===== src/rtl/sar_conv_host.sv =====
// Host-side sequencer for a SAR converter: drives the active-low start handshake,
// captures results into a first-word-fall-through FIFO, and flags lost data and hung conversions.
module sar_conv_host #(
  parameter int DATA_W     = 5,
  parameter int PERIOD_W   = 8,
  parameter int FIFO_DEPTH = 4,
  parameter int TIMEOUT    = 63
) (
  input  logic                        clock,
  input  logic                        reset,
  input  logic                        enable,
  input  logic [PERIOD_W-1:0]         period,
  output logic                        nStartCnv,
  input  logic                        nEndCnv,
  input  logic [DATA_W-1:0]           adcData,
  input  logic                        rdEn,
  output logic [DATA_W-1:0]           rdData,
  output logic                        fifoEmpty,
  output logic                        fifoFull,
  output logic [$clog2(FIFO_DEPTH):0] count,
  output logic                        overrun,
  output logic                        timeoutErr,
  input  logic                        clrErr,
  output logic                        busy
);
  localparam int ADDR_W = $clog2(FIFO_DEPTH);
  localparam int WAIT_W = $clog2(TIMEOUT + 1);
  // Last wait value before the counter would reach TIMEOUT: a state lasts at most TIMEOUT cycles.
  localparam logic [WAIT_W-1:0] WAIT_LAST = WAIT_W'(TIMEOUT - 1);
  localparam logic [ADDR_W:0]   CNT_FULL  = (ADDR_W + 1)'(FIFO_DEPTH);
  localparam logic [ADDR_W:0]   CNT_ZERO  = {(ADDR_W + 1){1'b0}};

  typedef enum logic [1:0] {S_IDLE, S_START, S_CONV, S_GAP} state_t;

  state_t              state_q, state_d;
  logic [WAIT_W-1:0]   wait_q, wait_d;
  logic [PERIOD_W-1:0] gap_q, gap_d;
  logic                nstart_q, busy_q;
  logic [DATA_W-1:0]   mem_q [FIFO_DEPTH];
  logic [ADDR_W:0]     wr_ptr_q, wr_ptr_d, rd_ptr_q, rd_ptr_d, count_q, count_d;
  logic                empty_q, full_q, ovr_q, ovr_d, tmo_q, tmo_d;
  logic                capture_s, tmo_s, push_s, pop_s, drop_s;

  // Sequencer next state: handshake progress, wait timeout and inter-conversion gap.
  always_comb begin
    state_d   = state_q;
    wait_d    = wait_q;
    gap_d     = gap_q;
    capture_s = 1'b0;
    tmo_s     = 1'b0;
    case (state_q)
      S_IDLE: begin
        // A SAR still busy after a timeout must finish before it is restarted.
        if (enable && !nEndCnv) begin
          state_d = S_START;
          wait_d  = {WAIT_W{1'b0}};
        end else begin
          state_d = S_IDLE;
        end
      end
      S_START: begin
        if (nEndCnv) begin
          state_d = S_CONV;
          wait_d  = {WAIT_W{1'b0}};
        end else if (wait_q == WAIT_LAST) begin
          tmo_s   = 1'b1;
          state_d = S_IDLE;
        end else begin
          wait_d = wait_q + WAIT_W'(1);
        end
      end
      S_CONV: begin
        if (!nEndCnv) begin
          capture_s = 1'b1;
          state_d   = S_GAP;
          gap_d     = period;
        end else if (wait_q == WAIT_LAST) begin
          tmo_s   = 1'b1;
          state_d = S_IDLE;
        end else begin
          wait_d = wait_q + WAIT_W'(1);
        end
      end
      S_GAP: begin
        if (gap_q != {PERIOD_W{1'b0}}) begin
          gap_d = gap_q - PERIOD_W'(1);
        end else if (enable) begin
          state_d = S_START;
          wait_d  = {WAIT_W{1'b0}};
        end else begin
          state_d = S_IDLE;
        end
      end
      default: begin
        state_d = S_IDLE;
      end
    endcase
  end

  // FIFO pointer arithmetic and sticky error flags; a pop while full frees room for the capture.
  always_comb begin
    pop_s    = rdEn && !empty_q;
    push_s   = capture_s && (!full_q || pop_s);
    drop_s   = capture_s && !push_s;
    wr_ptr_d = wr_ptr_q + {{ADDR_W{1'b0}}, push_s};
    rd_ptr_d = rd_ptr_q + {{ADDR_W{1'b0}}, pop_s};
    count_d  = wr_ptr_d - rd_ptr_d;
    ovr_d    = (ovr_q && !clrErr) || drop_s;
    tmo_d    = (tmo_q && !clrErr) || tmo_s;
  end

  // State, handshake output and status registers.
  always_ff @(posedge clock or negedge reset) begin
    if (!reset) begin
      state_q  <= S_IDLE;
      wait_q   <= {WAIT_W{1'b0}};
      gap_q    <= {PERIOD_W{1'b0}};
      nstart_q <= 1'b1;
      busy_q   <= 1'b0;
      wr_ptr_q <= CNT_ZERO;
      rd_ptr_q <= CNT_ZERO;
      count_q  <= CNT_ZERO;
      empty_q  <= 1'b1;
      full_q   <= 1'b0;
      ovr_q    <= 1'b0;
      tmo_q    <= 1'b0;
    end else begin
      state_q  <= state_d;
      wait_q   <= wait_d;
      gap_q    <= gap_d;
      nstart_q <= (state_d != S_START);
      busy_q   <= (state_d != S_IDLE);
      wr_ptr_q <= wr_ptr_d;
      rd_ptr_q <= rd_ptr_d;
      count_q  <= count_d;
      empty_q  <= (count_d == CNT_ZERO);
      full_q   <= (count_d == CNT_FULL);
      ovr_q    <= ovr_d;
      tmo_q    <= tmo_d;
    end
  end

  // Result storage, cleared on reset so the head reads zero.
  always_ff @(posedge clock or negedge reset) begin
    if (!reset) begin
      for (int i = 0; i < FIFO_DEPTH; i++) begin
        mem_q[i] <= {DATA_W{1'b0}};
      end
    end else if (push_s) begin
      mem_q[wr_ptr_q[ADDR_W-1:0]] <= adcData;
    end else begin
      mem_q <= mem_q;
    end
  end

  assign nStartCnv  = nstart_q;
  assign busy       = busy_q;
  assign rdData     = mem_q[rd_ptr_q[ADDR_W-1:0]];
  assign fifoEmpty  = empty_q;
  assign fifoFull   = full_q;
  assign count      = count_q;
  assign overrun    = ovr_q;
  assign timeoutErr = tmo_q;
endmodule


===== config.mk =====
export PLATFORM = sky130hd
export DESIGN_NAME = sar_conv_host
export DESIGN_NICKNAME = d
export VERILOG_FILES = /design/src/rtl/sar_conv_host.sv
export SDC_FILE = /design/constraint.sdc
export NUM_CORES = 1
export LEC_CHECK = 0
export CORE_UTILIZATION = 25
export DETAILED_ROUTE_END_ITERATION = 16
export SETUP_SLACK_MARGIN = 0.5
export SLEW_MARGIN = 10
export SYNTH_ARGS = -nofsm -noshare
export SYNTH_HDL_FRONTEND = slang
export SYNTH_SLANG_ARGS = --single-unit

===== constraint.sdc =====
create_clock -name clock -period 3.6 [get_ports clock]
set_input_delay 0.72 -clock clock [delete_from_list [all_inputs] [get_ports clock]]
set_output_delay 0.72 -clock clock [all_outputs]
set_load 0.005 [all_outputs]

== Word level (Yosys, flattened, before mapping) ==
Index checks and enable logic that the tools add are counted.

* Output and inout bits: 14
* Flip-flop bits (word level): 51
* Bits of input ports: 19
* Word-level logic and storage cells: 89

* Multiplexer cells: 29
* Bitwise operators: 2
* Order comparisons: 3
* Equality and inequality tests: 12
* Add/subtract/negate cells: 5
* Reductions and logical operators: 22

{| class="wikitable"
|+ Operators with widths
! kind !! count
|-
| $mux 6 || 6
|-
| $pmux 6 s4 || 1
|-
| $bwmux 20 || 1
|-
| $mux 8 || 2
|-
| $pmux 8 s2 || 1
|-
| $mux 5 || 3
|-
| $ne 2x2->1 const B || 6
|-
| $bmux 5 s2 || 1
|-
| $demux 5 s2 || 1
|-
| $mux 2 || 4
|-
| $pmux 2 s4 || 1
|-
| $reduce_bool 8->1 || 1
|-
| $sub 8x1->8 const B || 1
|-
| $logic_and 1x1->1 || 7
|-
| $mux 1 || 7
|-
| $add 3x1->3 || 2
|-
| $add 6x1->6 const B || 1
|-
| $eq 6x6->1 const B || 1
|-
| $ge 3x3->1 const B || 2
|-
| $not 2->3 || 2
|-
| $logic_not 1->1 || 5
|-
| $eq 2x2->1 const B || 2
|-
| $reduce_and 4->1 || 1
|-
| $reduce_bool 2->1 || 2
|-
| 10 further kinds || 12
|}

== Depth between registers and ports, before layout ==
* Word-level depth: 7
* Depth in mapped cells: 12
* Mapped depth without buffers: 12

== Worst setup path before layout ==
OpenSTA, ideal clock, no wires.

* Kind: input to register
* From: input nEndCnv
* To: register full_q (netlist: fifoFull)
* Cell stages on the path: 9
* Library setup time: 0.088 ns
* Arrival time: 2.699 ns
* Required time: 3.512 ns
* Slack: 0.813 ns
* Path buffers: 1
* Cells stage by stage: buf_2 > nand2b_1 > a21o_1 > inv_1 > ha_1 > ha_1 > fa_1 > xnor3_1 > nor3b_1

* Longest elaborated chain between the ends: 6

{| class="wikitable"
|+ RTL lines
! element !! RTL line !! source
|-
| start, declared || 14 || <nowiki>input logic nEndCnv,</nowiki>
|-
| $mux 1 || 73 || <nowiki>if (!nEndCnv) begin</nowiki>
|-
| $mux 1 || 51 || <nowiki>case (state_q)</nowiki>
|-
| $logic_and 1x1->1 || 103 || <nowiki>push_s = capture_s && (!full_q || pop_s);</nowiki>
|-
| $add 3x1->3 || 105 || <nowiki>wr_ptr_d = wr_ptr_q + {{ADDR_W{1'b0}}, push_s};</nowiki>
|-
| net wr_ptr_d[1] || 40 || <nowiki>logic [ADDR_W:0] wr_ptr_q, wr_ptr_d, rd_ptr_q, rd_ptr_d, count_q, count_d;</nowiki>
|-
| $sub 3x3->3 || 107 || <nowiki>count_d = wr_ptr_d - rd_ptr_d;</nowiki>
|-
| net count_d[2] || 40 ||
|-
| $eq 3x3->1 || 137 || <nowiki>full_q <= (count_d == CNT_FULL);</nowiki>
|-
| end signal, assigned || 137 ||
|-
| end, declared || 41 || <nowiki>logic empty_q, full_q, ovr_q, ovr_d, tmo_q, tmo_d;</nowiki>
|}

The timed path passes the listed nets, and every way through them passes these cells.
A chain may end at the register's enable or synchronous reset.

== Worst setup path in the final report ==
Ends and elaborated chain as after synthesis.

==> out/results.txt <==
Status: finished clean
Clk pin slew, worst setup/hold paths: 0.09 ns
Worst-case hold slack: 0.416 ns
Max Fclk: 0.342 GHz
Sequential-to-total area share from yosys stat: 48.1%
Post-DP HPWL: 3820 µm
Most used cell, CP: ha_1
Startpoint Class: input port
Area post-placement: 3130 µm²
Inserted Diodes: 0
CP Class: input port to register
Pre-antenna DRT Iters: 4
Worst path top cell family by delay: adder cells
Yosys reg bits: 51
# setup viols final: 0
Asr flop ratio synth: 100%
Worst path buffer plus inverter count: 2
Fin nets: 298
Hold Crit Class: input port to async pin
Critical Path Max Stage Delay: 0.48 ns
ANT nets after route: 0
Worst vdd ir: 0.000287 V
Skew-Pair Late Insertion Delay: 0.31 ns
RR Endpoint: fifoFull
Synth Net Count: 263
Synthesized instance count: 231
Main synth FF type: dfrtp_1
Crit path arrival time: 3.14 ns
Placed cell count: 393
Mapped cell area: 2660 µm²
Pwr/cell area: 514 nW/µm²
CTS Buf Count: 5
DRC viols: 0
Top-area cell type share of the netlist area: 46.1%
Detailed-route via count: 1832
Final Skew: 0.00291 ns
Starting DRT DRC Count: 84
Launch point of the worst reg-to-reg path: state_q[0]
IO Count: 33
Syn_area_per_cell: 11.5 µm²
Die footprint: 11100 µm²
Final Util: 31.3%
Core Rows: 37
Die X-Extent: 105 µm
Gr ovfl total: 0
Top-count cell post-synth: dfrtp_1
CTS tree: yes
Max-Cap Viols: 0
Routability cong.: 0.769
CTS H-tree depth: 2
Slew margin rel.: 59.1%
Initial antenna violation count: 0
Flop2flop setup slack: 0.80 ns
Vias in the first global route: 1772
First-pass GRT wire length: 8840 µm
Crit path max fanout: 4
Worst-Margin Slew: 0.613 ns
Synth area leaders: dfrtp_1 46%, mux2_2 8.5%, ha_1 5.6%, mux4_2 4.2%, inv_1 2.4%
Final Non-Filler Cells: 403
CTS root buffer: clkbuf_8
Reg2Reg Depth: 12
TritonCTS Sinks: 51
Pleak: 1.40 nW
Slew Viols, Final: 0
Fin crit period: 2.93 ns
Fillcell total: 1062
Share of the clock period used by the worst path: 81.3%
Final Hold Violating Endpoints: 0
Post-Route WL: 5320 µm
Pin count of the biggest net entering global routing: 28
Die extent in y: 105 µm
Area Overhead vs Synth: 21.4%
RSZ-0062 raised after global routing: no
Crit path cell chain: clkdlybuf4s50_1, nand2b_1, a21o_1, inv_1, ha_1, ha_1, fa_1, xnor3_1, nor3b_1
Core area: 10300 µm²
Tot GR Track Use: 10.2%
Cell area after layout: 3230 µm²
Synth top cells by count: 49 x dfrtp_1, 20 x mux2_2, 17 x inv_1
Share of cells above drive strength 1: 19.9%
Wirelength per Cell: 13.2 µm
CP max stage cell: clkdlybuf4s50_1
Starting Density: 25.8%
Vias/cell: 4.55
Port Buffers: 32
Crit. End Element: register
Ys Warns: 0
Synth cell types: 55
Setup TNS: 0 ns
Clock Path Buffers: 2
Cell taking the most area after synthesis: dfrtp_1
Critical Path RT: 3.82 ns
Post-synth EDFFs: 0
[kinds of logic (layout without fill, tap and decap cells)]
| kind of cell | Yosys count | in the layout | synth area share, % |
|---|---|---|---|
| fa+ha+maj | 13 | 13 | 6.40 |
| xor+xnor | 3 | 3 | 1.51 |
| buf+inv | 27 | 63 | 4.23 |
| compound gates | 55 | 55 | 14.4 |
| simple gates | 54 | 54 | 11.4 |
| mux | 28 | 28 | 14.0 |
| flops | 51 | 51 | 48.1 |
[repair_timing]
item	4_1_cts	5_1_grt
resized for setup	0	1
hold buffers	0	0
setup buffers	0	2
endpoints found under the setup margin	0	2
[placed cells by master, fill, tap and decap left out, types with 2 or more instances in the layout]
cell,n
and2_1,2
xor2_1,2
nor3_1,3
buf_4,6
ha_1,11
o211ai_1,2
mux4_2,5
nand2_1,14
dfstp_2,2
nor3b_2,2
and3_1,2
nor2_1,7
a21oi_1,12
o31ai_1,2
o22ai_1,6
a211oi_1,2
nand2b_1,7
dfrtp_1,49
o21ai_0,8
a21boi_0,3
clkdlybuf4s50_1,31
mux2i_1,2
clkbuf_8,5
a2bb2oi_1,2
or2_2,2
nand3_1,6
a31oi_1,4
mux2_2,20
inv_1,17
[per-stage QoR]
stage                     total power [mW]  setup WS, ns
after floorplan                       1.15         0.813
after global placement                1.33         0.352
after detailed placement              1.35         0.254
after CTS                             1.68         0.570
after global routing                  1.78         0.542
final                                 1.66         0.674
[layout make-up]
cell class / instances / area [µm²] / area share (%)
well taps: 136 / 170 / 5.27
repair buffers: 38 / 360 / 11.2
inverters: 17 / 63.8 / 1.98
clock buffers: 6 / 72.6 / 2.25
clock inverters: 2 / 12.5 / 0.387
multi-input cells: 153 / 1270 / 39.4
flip-flops and latches: 51 / 1280 / 39.6
[power breakdown]
part / switching [mW] / internal [mW] / leakage, nW
clock network: 0.188 / 0.136 / 0.0412
logic: 0.213 / 0.291 / 0.692
registers: 0.129 / 0.702 / 0.665
[per-layer routing]
| metal | part of all wire (%) | GRT usage, % |
|---|---|---|
| met2 | 44 | 14.8 |
| met5 | 0 | 0 |
| met1 | 52 | 14.7 |
| met4 | 1.5 | 3.62 |
| met3 | 2.9 | 2.43 |
[worst max-delay path by stage]
stage	startpoint	to	slack, ns	cells past startpoint
after CTS	nEndCnv	fifoFull	0.57	9
final	nEndCnv	fifoFull	0.67	9
after global routing	nEndCnv	fifoFull	0.54	9
after detailed placement	nEndCnv	fifoFull	0.25	9
after floorplan	nEndCnv	fifoFull	0.81	9
after global placement	nEndCnv	fifoFull	0.35	9
[sequential cells by signal (all words and copies together), names as in the netlist]
register / cells
fifoFull: 1
count: 3
gap_q: 8
busy: 1
nStartCnv: 1
timeoutErr: 1
state_q: 2
mem_q: 20
wait_q: 6
wr_ptr_q: 3
overrun: 1
rd_ptr_q: 3
fifoEmpty: 1
Power figures use the tool's default switching activity.
